==> config.mk <==
export PLATFORM = sky130hd
export DESIGN_NAME = riscv_div_sched
export DESIGN_NICKNAME = d
export VERILOG_FILES = /design/src/rtl/riscv_config_pkg.sv /design/src/rtl/riscv_ooo_types_pkg.sv /design/src/rtl/riscv_div_unit_ctrl.sv /design/src/rtl/riscv_div_sched.sv
export SDC_FILE = /design/constraint.sdc
export NUM_CORES = 1
export LEC_CHECK = 0
export CAP_MARGIN = 15
export CORE_AREA = 2 2 71 73
export DETAILED_ROUTE_END_ITERATION = 8
export DIE_AREA = 0 0 73 75
export GPL_TIMING_DRIVEN = 1
export MAX_ROUTING_LAYER = met4
export PLACE_DENSITY = 0.84
export SLEW_MARGIN = 20
export SYNTH_ARGS = -nofsm -noshare
export SYNTH_HDL_FRONTEND = slang
export SYNTH_SLANG_ARGS = --single-unit
==> constraint.sdc <==
create_clock -name clk_i -period 3 [get_ports clk_i]
set_clock_uncertainty 0.15 [all_clocks]
set_input_delay 0.6 -clock clk_i [delete_from_list [all_inputs] [get_ports clk_i]]
set_output_delay 0.6 -clock clk_i [all_outputs]
set_load 0.02 [all_outputs]
==> src/rtl/riscv_config_pkg.sv <==
// rtl/riscv_config_pkg.sv - core-wide default sizing for the divider pool
package riscv_config_pkg;
  localparam int DEFAULT_NUM_DIV_UNITS = 2;
  localparam int DEFAULT_DIV_LATENCY   = 4;
endpackage

==> src/rtl/riscv_ooo_types_pkg.sv <==
// rtl/riscv_ooo_types_pkg.sv - shared out-of-order core types for the divider pool
package riscv_ooo_types_pkg;
  typedef enum logic [1:0] {
    IDLE = 2'd0,
    BUSY = 2'd1,
    DONE = 2'd2
  } div_unit_state_e;

  // Widths here are upper bounds for tooling/debug views; units size their own registers.
  localparam int DIV_CNT_MAX_W = 8;
  localparam int DIV_TAG_MAX_W = 8;

  typedef struct packed {
    div_unit_state_e            state;
    logic [DIV_CNT_MAX_W-1:0]   counter;
    logic [DIV_TAG_MAX_W-1:0]   tag;
  } div_unit_slot_t;
endpackage

==> src/rtl/riscv_div_unit_ctrl.sv <==
// rtl/riscv_div_unit_ctrl.sv - per-divider IDLE/BUSY/DONE sequencer with countdown and tag register
module riscv_div_unit_ctrl
  import riscv_ooo_types_pkg::*;
#(
  parameter int DIV_LATENCY = 4,
  parameter int TAG_W       = 6
) (
  input  logic             clk,
  input  logic             rst,
  input  logic             start,
  input  logic [TAG_W-1:0] start_tag,
  input  logic             flush,
  input  logic             cpl_accept,
  output logic             idle,
  output logic             done,
  output logic [TAG_W-1:0] tag
);

  localparam int CNT_W = (DIV_LATENCY > 1) ? $clog2(DIV_LATENCY) : 1;
  localparam logic [CNT_W-1:0] CNT_LOAD = CNT_W'(DIV_LATENCY - 1);

  div_unit_state_e  state_q, state_d;
  logic [CNT_W-1:0] cnt_q, cnt_d;
  logic [TAG_W-1:0] tag_q, tag_d;

  always_ff @(posedge clk) begin
    if (rst) begin
      state_q <= IDLE;
      cnt_q   <= '0;
      tag_q   <= '0;
    end else begin
      state_q <= state_d;
      cnt_q   <= cnt_d;
      tag_q   <= tag_d;
    end
  end

  // DONE is entered when the decremented count reaches zero, so a grant in
  // cycle t shows DONE in cycle t+DIV_LATENCY (t+1 when the latency is 1).
  always_comb begin
    state_d = state_q;
    cnt_d   = cnt_q;
    tag_d   = tag_q;
    if (flush) begin
      state_d = IDLE;
    end else begin
      unique case (state_q)
        IDLE: begin
          if (start) begin
            tag_d   = start_tag;
            cnt_d   = CNT_LOAD;
            state_d = (CNT_LOAD == '0) ? DONE : BUSY;
          end
        end
        BUSY: begin
          cnt_d = cnt_q - 1'b1;
          if (cnt_d == '0) state_d = DONE;
        end
        DONE: begin
          if (cpl_accept) state_d = IDLE;
        end
        default: state_d = IDLE;
      endcase
    end
  end

  assign idle = (state_q == IDLE);
  assign done = (state_q == DONE);
  assign tag  = tag_q;

endmodule

==> src/rtl/riscv_div_sched.sv <==
// rtl/riscv_div_sched.sv - divider pool issue scheduler; perf counters under RISCV_DIV_SCHED_PERF_EN
module riscv_div_sched
  import riscv_config_pkg::*;
#(
  parameter int NUM_REQ     = 4,
  parameter int NUM_UNITS   = DEFAULT_NUM_DIV_UNITS,
  parameter int DIV_LATENCY = DEFAULT_DIV_LATENCY,
  parameter int TAG_W       = 6,
  localparam int SEL_W      = (NUM_REQ > 1) ? $clog2(NUM_REQ) : 1,
  localparam int UNIT_W     = (NUM_UNITS > 1) ? $clog2(NUM_UNITS) : 1
) (
  input  logic                       clk_i,
  input  logic                       rst_i,
  input  logic                       flush_i,
  input  logic [NUM_REQ-1:0]         req_valid_i,
  input  logic [NUM_REQ*TAG_W-1:0]   req_tag_i,
  output logic [NUM_REQ-1:0]         req_ready_o,
  output logic [NUM_UNITS-1:0]       unit_start_o,
  output logic [NUM_UNITS*SEL_W-1:0] unit_sel_o,
  output logic                       cpl_valid_o,
  output logic [TAG_W-1:0]           cpl_tag_o,
  output logic [UNIT_W-1:0]          cpl_unit_o,
  input  logic                       cpl_ready_i,
  output logic [31:0]                perf_grant_cnt_o,
  output logic [31:0]                perf_stall_cnt_o
);

  logic [SEL_W-1:0]     rr_ptr;
  logic [NUM_UNITS-1:0] unit_idle, unit_done;
  logic [TAG_W-1:0]     unit_tag [NUM_UNITS];
  logic [UNIT_W-1:0]    free_idx, cpl_idx;
  logic                 free_found, cpl_found;
  logic [SEL_W-1:0]     port_idx;
  logic                 port_found;
  logic                 grant;
  logic                 cpl_accept;
  logic [TAG_W-1:0]     grant_tag;

  // Lowest-index IDLE unit for grants and lowest-index DONE unit for completion.
  always_comb begin
    free_found = 1'b0;
    free_idx   = '0;
    cpl_found  = 1'b0;
    cpl_idx    = '0;
    for (int u = NUM_UNITS - 1; u >= 0; u--) begin
      if (unit_idle[u]) begin
        free_found = 1'b1;
        free_idx   = UNIT_W'(u);
      end
      if (unit_done[u]) begin
        cpl_found = 1'b1;
        cpl_idx   = UNIT_W'(u);
      end
    end
  end

  // Round-robin: first valid port at or after rr_ptr, wrapping.
  always_comb begin
    int p;
    p          = 0;
    port_found = 1'b0;
    port_idx   = '0;
    for (int i = NUM_REQ - 1; i >= 0; i--) begin
      p = int'(rr_ptr) + i;
      if (p >= NUM_REQ) p = p - NUM_REQ;
      if (req_valid_i[p]) begin
        port_found = 1'b1;
        port_idx   = SEL_W'(p);
      end
    end
  end

  assign grant     = port_found & free_found & ~flush_i;
  assign grant_tag = req_tag_i[port_idx*TAG_W +: TAG_W];

  always_comb begin
    req_ready_o  = '0;
    unit_start_o = '0;
    unit_sel_o   = '0;
    if (grant) begin
      req_ready_o[port_idx]                  = 1'b1;
      unit_start_o[free_idx]                 = 1'b1;
      unit_sel_o[free_idx*SEL_W +: SEL_W]    = port_idx;
    end
  end

  assign cpl_valid_o = cpl_found & ~flush_i;
  assign cpl_tag_o   = cpl_found ? unit_tag[cpl_idx] : '0;
  assign cpl_unit_o  = cpl_idx;
  assign cpl_accept  = cpl_valid_o & cpl_ready_i;

  always_ff @(posedge clk_i) begin
    if (rst_i) begin
      rr_ptr <= '0;
    end else if (grant) begin
      rr_ptr <= (port_idx == SEL_W'(NUM_REQ - 1)) ? '0 : port_idx + 1'b1;
    end
  end

  for (genvar u = 0; u < NUM_UNITS; u++) begin : g_unit
    riscv_div_unit_ctrl #(
      .DIV_LATENCY(DIV_LATENCY),
      .TAG_W      (TAG_W)
    ) u_ctrl (
      .clk       (clk_i),
      .rst       (rst_i),
      .start     (unit_start_o[u]),
      .start_tag (grant_tag),
      .flush     (flush_i),
      .cpl_accept(cpl_accept && (cpl_idx == UNIT_W'(u))),
      .idle      (unit_idle[u]),
      .done      (unit_done[u]),
      .tag       (unit_tag[u])
    );
  end

`ifdef RISCV_DIV_SCHED_PERF_EN
  logic [31:0] grant_cnt, stall_cnt;

  always_ff @(posedge clk_i) begin
    if (rst_i) begin
      grant_cnt <= '0;
      stall_cnt <= '0;
    end else begin
      if (grant) grant_cnt <= grant_cnt + 32'd1;
      if ((|req_valid_i) && !flush_i && !grant) stall_cnt <= stall_cnt + 32'd1;
    end
  end

  assign perf_grant_cnt_o = grant_cnt;
  assign perf_stall_cnt_o = stall_cnt;
`else
  assign perf_grant_cnt_o = '0;
  assign perf_stall_cnt_o = '0;
`endif

endmodule

==> reports/results.txt, run 1 <==
The run finished with clean final reports. The number of flops mapped to enable cells by yosys is 0, and the number of hold violations in the final report is 0. On the critical path, the stage with the largest delay is an instance of sky130_fd_sc_hd__clkdlybuf4s50_1. The finished layout holds 334 standard cells, fillers aside. After detailed routing, the total wire length is 4.057 mm. The top cell types in the final layout, fill and taps aside, are 64 x sky130_fd_sc_hd__conb_1, 35 x sky130_fd_sc_hd__clkdlybuf4s50_1, 22 x sky130_fd_sc_hd__dfxtp_1. The tools report the number of violations reported at the end of detailed-routing iteration 0 as 48.

The final net count was 319; the number of distinct library cells after synthesis was 33. The leakage power total is 1.060 nW. The most used flip-flop cell after synthesis is sky130_fd_sc_hd__dfxtp_1. The overall global routing resource usage was 0.1520. Max-cap violations in this run came to 0. The count of nets left with antenna violations after detail routing was 0. In the final routed layout, each cell accounts on average for 12.15 um. The placed instances occupy a cell area of 2215 um2.

STA puts the critical path data required time at 2250 ps. The maximum cell stage delay along the critical path was 430 ps. The proportion of register bits with asynchronous set or reset after synthesis is 0. The count of synthesis-stage warnings from yosys is 0, and the netlist area before placement is 1824 um2. For the die area, the log shows 5475 um2. Compared with the post-synthesis result, the final layout area differs by 26.20%. The class of the worst hold path is register to register. A synthesized cell averages 8.368 um2.

For this design, the sink count on the clock tree is 22. The share of the core filled with cells in the final layout came out at 0.4940. The library cell used most frequently in the layout, excluding fill and tap cells, is sky130_fd_sc_hd__conb_1. Of all nets on the critical path, the largest fanout is 7. The detailed router placed 1549 vias in this run. The maximum number of pins on one net before global-route repair is 23, and the aggregate global routing overflow is 0.

The final period demand of the worst path was 2903 ps; the number of synthesized register bits was 22. For this run, the detailed router's first-pass iteration total came to 4. In the routed layout, each cell is associated on average with a via count of 4.638. For the combinational share of power, the log shows 0.355. Detailed placement ended at an HPWL of 3.187 mm.

Setup repair after global routing left no endpoint under its margin. For the count of fill cells added during filler insertion, the log shows 438. Critical path endpoint category: an output pin. Starting density of the core: 0.3914. Number of H-tree levels: 1.

The tree is rooted in a sky130_fd_sc_hd__clkbuf_8. The critical path is of the primary input to output pin type. Pin placement for this block handled 114 I/O pins.

In this run the core area contains 25 standard-cell rows. The DRC violation count after routing is 0. The worst hold slack is 333.9 ps. The run gives 0.2414 as the sequential cell area fraction in the yosys report. The signal on the critical path passes through clkdlybuf4s50_1 > buf_4 > or2_1 > nand2b_2 > nor2_1 > dlygate4sd2_1. Setup total negative slack: 0 ps. The tools report the post-route cell area as 2302 um2. The via count of the first global-routing pass was 1446; the share of power burned in registers was 0.387. The run gives 6.354 mm as the first-pass GRT wire length. For the worst-skew pair, the clock arrives at the later sink with an insertion delay of 260 ps.

The cell count after synthesis came out at 218. The die is 75 um tall. The net switching fraction of the power works out to 0.3464.

Broken down by cell family, the worst path's largest delay share belongs to buffers and inverters. TritonCTS built the clock tree. Ratio of cells with drive above 1 in the final layout: 0.1429. The buffer and inverter count on the worst path is 3. The clock transition time at the flip-flop clock pins of the worst setup and hold paths works out to 80 ps. The power per unit of standard cell area was 367.6 nW/um2; the net switching power was 0.2932 mW. In this run the standard cell core region covers 4661 um2. The congestion estimate from routability-driven global placement came to 0.8413. The number of antenna diodes in the final layout is 0. The arrival time at the worst endpoint is 2150 ps, and the final count of negative-setup-slack endpoints is 0. The highest ir drop seen on vdd is 0.0001850 V. Including well taps, the total number of placed cells is 327. The final-report max-slew violation count was 0; the maximum clock rate was 0.3445 GHz. Internal power comes to 0.5531 mW.

Counting along the longest clock path gives a buffer depth of 2. Measured along the x axis, the die boundary spans 73 um. The category of the worst setup path launch point is a primary input. The run gives 0 as the number of antenna violations at the first check in global routing. The count of input and output buffers was 49. The post-route fraction of the period consumed by the critical path works out to 0.9677.

The share of total power in the clock network is 0.259. Counting the buffers created by CTS gives 3.
==> final cells by class <==
cell class | count | area [um2] | share of cell area
Sequential cell | 22 | 440.4 | 0.1913
Timing Repair Buffer | 69 | 623.1 | 0.2707
Clock buffer | 4 | 55.05 | 0.02391
Multi-Input combinational cell | 175 | 1079 | 0.4685
Tap cell | 54 | 67.56 | 0.02935
Inverter | 10 | 37.54 | 0.01630
==> what timing repair did <==
item,4_1_cts,5_1_grt
setup buffers,1,2
hold buffers,0,0
endpoints found under the setup margin,10,8
pin swaps,1,1
gates resized for setup,34,4
==> state kept, by name, summed over array words and instances, names as in the netlist <==
register and cells:
g_unit.u_ctrl.cnt_q 4, g_unit.u_ctrl.state_q 4, g_unit.u_ctrl.tag 12, rr_ptr 2
==> layer usage <==
layer | routed length (um) | track usage | vias up
li1 | - | - | 753
met1 | 1583 | 0.1777 | 704
met2 | 2115 | 0.2573 | 83
met3 | 289 | 0.02276 | 9
met4 | 69 | 0.06996 | 0
met5 | 0 | - | -
==> cell families after synthesis <==
| logic type | share of synthesized area |
|---|---|
| adder cells (fa/ha/maj) | 0.04115 |
| buffers and inverters | 0.3121 |
| multiplexers | 0.08299 |
| AO/OA/AOI/OAI | 0.1433 |
| AND/OR/NAND/NOR | 0.1770 |
| flip-flops | 0.2414 |
| other | 0.002056 |
==> metrics by stage <==
stage               total power [mW]  worst slack (ps)
floorplan                     0.5855             402.2
global placement              0.6213            -425.6
detailed placement            0.6259            -457.1
CTS                           0.8375            -5.141
global route                  0.8850             15.00
finish                        0.8463             96.99
==> power groups by stage <==
stage / sequential (mW) / combinational [mW] / clock, mW
after detailed placement: 0.334 / 0.292 / 0
after floorplan: 0.330 / 0.256 / 0
after global routing: 0.331 / 0.327 / 0.228
final: 0.327 / 0.300 / 0.219
after global placement: 0.332 / 0.289 / 0
after CTS: 0.327 / 0.291 / 0.219
==> path summary, 6_finish.rpt <==
path,from,to,slack (ps),depth (start not counted)
max,flush_i,unit_sel_o[1],100,6
min reg2reg,g_unit[1].u_ctrl.cnt_q[0],g_unit[1].u_ctrl.cnt_q[0],330,1
min,g_unit[1].u_ctrl.cnt_q[0],g_unit[1].u_ctrl.cnt_q[0],330,1
max reg2reg,rr_ptr[1],g_unit[0].u_ctrl.tag[2],780,7
==> synthesized netlist by cell type (2+ instances only) <==
library cell               number  share of area
sky130_fd_sc_hd__a211oi_1       4          0.016
sky130_fd_sc_hd__a31oi_1        2         0.0069
sky130_fd_sc_hd__a22o_1         6          0.029
sky130_fd_sc_hd__a21oi_1        7          0.019
sky130_fd_sc_hd__nand3b_1      12          0.049
sky130_fd_sc_hd__dfxtp_1       22           0.24
sky130_fd_sc_hd__buf_2          5          0.014
sky130_fd_sc_hd__mux2i_1       14          0.077
sky130_fd_sc_hd__o221ai_1      12          0.058
sky130_fd_sc_hd__nor3_1         4          0.011
sky130_fd_sc_hd__clkbuf_1       2         0.0041
sky130_fd_sc_hd__inv_1          9          0.019
sky130_fd_sc_hd__nor2_1        18          0.037
sky130_fd_sc_hd__nor4_1         2         0.0069
sky130_fd_sc_hd__buf_4         66           0.27
sky130_fd_sc_hd__and2_1         5          0.017
sky130_fd_sc_hd__nand2b_1       5          0.017
sky130_fd_sc_hd__nand2_1        3         0.0062
sky130_fd_sc_hd__ha_1           6          0.041
Note: power is estimated with default switching activity, not from simulation.
==> inputs of run 2 (changes only) <==
- ABC_AREA: not set -> 1
- CORE_AREA: 2 2 71 73 -> 2 2 76 78
- DIE_AREA: 0 0 73 75 -> 0 0 78 80
- PLACE_DENSITY: 0.84 -> 0.85
==> run 2 against run 1 <==
Global-route usage increased by 1.4 points. Fmax shrank 1.7%. Critical endpoint is now req_ready_o[3]. Combinational power rose to 2.5 times the previous value. Sequential power up 4%. Non-clock buffer count increased by 5. Critical path type unchanged. Largest cell class unchanged. Highest routed layer unchanged. Sequential cell count is the same. Worst hold slack gained 37 ps. Total power increased by 62%. Synthesized cell count grew 59%. Core utilization up 4.4 points.
==> reports/results.txt, run 2 <==
The overall die height was 80 um (was 75 um); the die area was 6240 um2 (was 5475 um2). The clock transition time at the flip-flop clock pins of the worst setup and hold paths came out at 80 ps (about the same). The routability congestion estimate from global placement was 0.8646 (was 0.8413); the post-route fraction of the period consumed by the critical path was 0.9847 (was 0.9677). For the number of hold violations in the final report, the log shows 0 (unchanged). The DRC violation count after routing came out at 0 (unchanged).

The dominant register cell in the synthesized netlist was sky130_fd_sc_hd__dfxtp_1 (unchanged). The maximum fanout along the worst path was 5 (was 7); the depth of the worst hold-timing path was 2 (was 1). Most frequent cells in the layout: 68 x sky130_fd_sc_hd__inv_1, 64 x sky130_fd_sc_hd__conb_1, 39 x sky130_fd_sc_hd__nand2_1 (was 64 x sky130_fd_sc_hd__conb_1, 35 x sky130_fd_sc_hd__clkdlybuf4s50_1, 22 x sky130_fd_sc_hd__dfxtp_1). The required time of the critical path is 2250 ps (about the same), and the number of flops mapped to enable cells by yosys is 0 (unchanged).

The global routing usage on met3 was 0.04186 (was 0.02276). The sequential cell area fraction in the yosys report was 0.1873 (was 0.2414). The number of standard cells after synthesis is 347 (was 218), and the area growth from synthesis to layout is 23.68% (was 26.20%). The final count of negative-setup-slack endpoints was 0 (unchanged); the count of synthesis-stage warnings from yosys was 0 (unchanged). The tools report the category of the worst setup path launch point as a primary input (unchanged). The power per unit of standard cell area was 470.8 nW/um2 (was 367.6 nW/um2). Insertion delay to the later sink of the worst-skew pair: 260 ps (about the same). The run finished with clean final reports.

Detailed-placement wirelength estimate: 4.163 mm (was 3.187 mm). The count of nets left with antenna violations after detail routing is 0 (unchanged). The count of input and output buffers is 49 (unchanged), and the total via count after detailed routing is 2171 (was 1549).

The final period demand of the worst path works out to 2954 ps (was 2903 ps). The total I/O pin count is 114 (unchanged), and the maximum clock rate is 0.3385 GHz (was 0.3445 GHz). The logs give 0 ps (unchanged) for the setup total negative slack and 454 (was 319) for the final net count. The average cell area after synthesis works out to 6.775 um2 (was 8.368 um2). The most area-hungry cell type in the Yosys netlist was sky130_fd_sc_hd__buf_4 (unchanged).

The number of buffers created by CTS came out at 3 (unchanged). Most common cell after layout, fill and taps aside: sky130_fd_sc_hd__inv_1 (was sky130_fd_sc_hd__conb_1). The depth of the most critical reg-to-reg path was 15 (was 7). The logs give 27 (was 25) for the count of standard-cell rows and 8.349 mm (was 6.354 mm) for the first-pass GRT wire length.

The logs give 16 (was 23) for the maximum number of pins on one net before global-route repair and 0 (unchanged) for the antenna diode count. The run gives 5.350 mm (was 4.057 mm) as the final wirelength. The die width was 78 um (was 73 um). The number of H-tree levels is 1 (unchanged). Top cells by instance count after synthesis: 70 x sky130_fd_sc_hd__inv_1, 68 x sky130_fd_sc_hd__buf_4, 42 x sky130_fd_sc_hd__nand2_1 (was 66 x sky130_fd_sc_hd__buf_4, 22 x sky130_fd_sc_hd__dfxtp_1, 18 x sky130_fd_sc_hd__nor2_1). For the via count of the first global-routing pass, the log shows 1962 (was 1446). The number of violations reported at the end of detailed-routing iteration 0 was 83 (was 48). The tools report the buffer type at the clock tree root as sky130_fd_sc_hd__clkbuf_8 (unchanged).

For the starting density of the core, the log shows 0.4350 (was 0.3914). The critical path endpoint category was an output pin (unchanged). The final-report max-slew violation count was 0 (unchanged). The standard cell area after detailed placement is 2759 um2 (was 2215 um2), and the netlist area before placement is 2351 um2 (was 1824 um2). For the total of max-cap violations, the log shows 0 (unchanged).

The run gives 0 (unchanged) as the aggregate global routing overflow. The total number of clock tree sinks is 22 (unchanged), and the maximum clock path buffer count is 2 (unchanged). The number of synthesized register bits works out to 22 (unchanged). Setup repair after global routing could not meet its margin everywhere. The tools report the overall global routing resource usage as 0.1664 (was 0.1520). The share of the synthesized area in the top cell type came out at 0.2171 (was 0.2716). The class of the worst hold path was register to register (unchanged). The tools report the post-cts hold buffer count as 0 (unchanged). TritonCTS built the clock tree. The core footprint is 5405 um2 (was 4661 um2). The run gives 30 (was 33) as the number of distinct library cells after synthesis. Number of iterations in the first detailed-routing pass: 4 (unchanged). The number of flip-flops in the largest register is 12 (unchanged), and the post-detailed-route via-to-cell ratio is 4.458 (was 4.638). The most crowded layer after global routing is met2 (unchanged). The arrival time at the worst endpoint was 2200 ps (was 2150 ps).

Top post-synthesis cells by area: sky130_fd_sc_hd__buf_4 22%, sky130_fd_sc_hd__dfxtp_1 19%, sky130_fd_sc_hd__inv_1 11%, sky130_fd_sc_hd__nand2_1 6.7%, sky130_fd_sc_hd__nand3_1 6.6% (was sky130_fd_sc_hd__buf_4 27%, sky130_fd_sc_hd__dfxtp_1 24%, sky130_fd_sc_hd__mux2i_1 7.7%, sky130_fd_sc_hd__o221ai_1 5.8%, sky130_fd_sc_hd__nand3b_1 4.9%). Start-to-end type of the worst setup path: primary input to output pin (unchanged). The ratio of cells with drive above 1 in the final layout was 0.2361 (was 0.1429); the highest ir drop seen on vdd was 0.0004098 V (was 0.0001850 V). Post-route cell area: 2908 um2 (was 2302 um2).

For the global routing usage on met2, the log shows 0.2897 (was 0.2573). The met1 layer usage reported by global route was 0.1930 (was 0.1777); the average wire per cell in the routed design was 10.99 um (was 12.15 um). The proportion of register bits with asynchronous set or reset after synthesis works out to 0 (unchanged).

The most numerous cell in the Yosys netlist is sky130_fd_sc_hd__inv_1 (was sky130_fd_sc_hd__buf_4). The tools report the leakage power total as 1.564 nW (was 1.060 nW). For the number of antenna violations at the first check in global routing, the log shows 0 (unchanged).
==> run 2: cell type report <==
class	instances	area, um2
inverter	77	296.5
sequential	22	440.4
multi-input combinational	238	1350
timing repair buffer	74	659.4
tap	72	90.09
clock buffer	3	41.29
fill	519	2497
clock inverter	1	30.03
==> run 2: worst paths after layout <==
check                                   end                       from  slack [ps]
setup / recovery             req_ready_o[3]             req_valid_i[0]          50
hold / removal    g_unit[0].u_ctrl.cnt_q[0]  g_unit[0].u_ctrl.cnt_q[0]         370
setup reg to reg    g_unit[1].u_ctrl.tag[3]                  rr_ptr[0]         780
hold reg to reg   g_unit[0].u_ctrl.cnt_q[0]  g_unit[0].u_ctrl.cnt_q[0]         370
==> run 2: logic make-up after synthesis <==
group,after synthesis,share of synthesized area
buffers and inverters,150,0.3630
and+or+nand+nor,131,0.3092
AOI/OAI and AO/OA,37,0.1070
DFF,22,0.1873
adders and majority gates,6,0.03193
other,1,0.001595
==> run 2: per-layer routing <==
| metal | wire (um) | vias to the layer above |
|---|---|---|
| met5 | 0 | - |
| met4 | 57 | 0 |
| met3 | 424 | 8 |
| met2 | 2570 | 102 |
| met1 | 2298 | 987 |
| li1 | - | 1074 |
==> run 2: what timing repair did <==
action,CTS,global route
setup buffers,1,4
gates resized for setup,42,27
endpoints found under the setup margin,10,10
pin swaps,1,10
==> run 2: worst max-delay path, cell delays in order <==
cell	delay, ps
sky130_fd_sc_hd__clkdlybuf4s50_1	470
sky130_fd_sc_hd__inv_1	70
sky130_fd_sc_hd__nand2_4	80
sky130_fd_sc_hd__nand2_1	100
sky130_fd_sc_hd__nand2_4	90
sky130_fd_sc_hd__nor2_2	50
sky130_fd_sc_hd__nor3_4	190
sky130_fd_sc_hd__buf_4	170
sky130_fd_sc_hd__inv_2	70
sky130_fd_sc_hd__nor2_1	150
sky130_fd_sc_hd__buf_4	160
==> run 2: where the power goes <==
| part | switching, mW | leakage, nW | internal, mW |
|---|---|---|---|
| combinational | 0.457 | 1.35 | 0.293 |
| clock | 0.100 | 0.0357 | 0.178 |
| sequential | 0.0210 | 0.181 | 0.320 |
| total | 0.578 | 1.56 | 0.790 |
==> run 2: through the flow <==
stage	utilization	std cells	total power, mW	setup slack (ps)	hold WS [ps]
after floorplan	-	410	0.9055	407.7	314.9
after global placement	0.5104	478	1.030	-455.1	330.6
after global routing	0.5380	487	1.464	-34.91	396.1
after CTS	0.5218	483	1.327	4.649	372.3
final	0.5380	487	1.369	45.79	371.3
after detailed placement	0.5104	478	1.043	-494.1	348.6
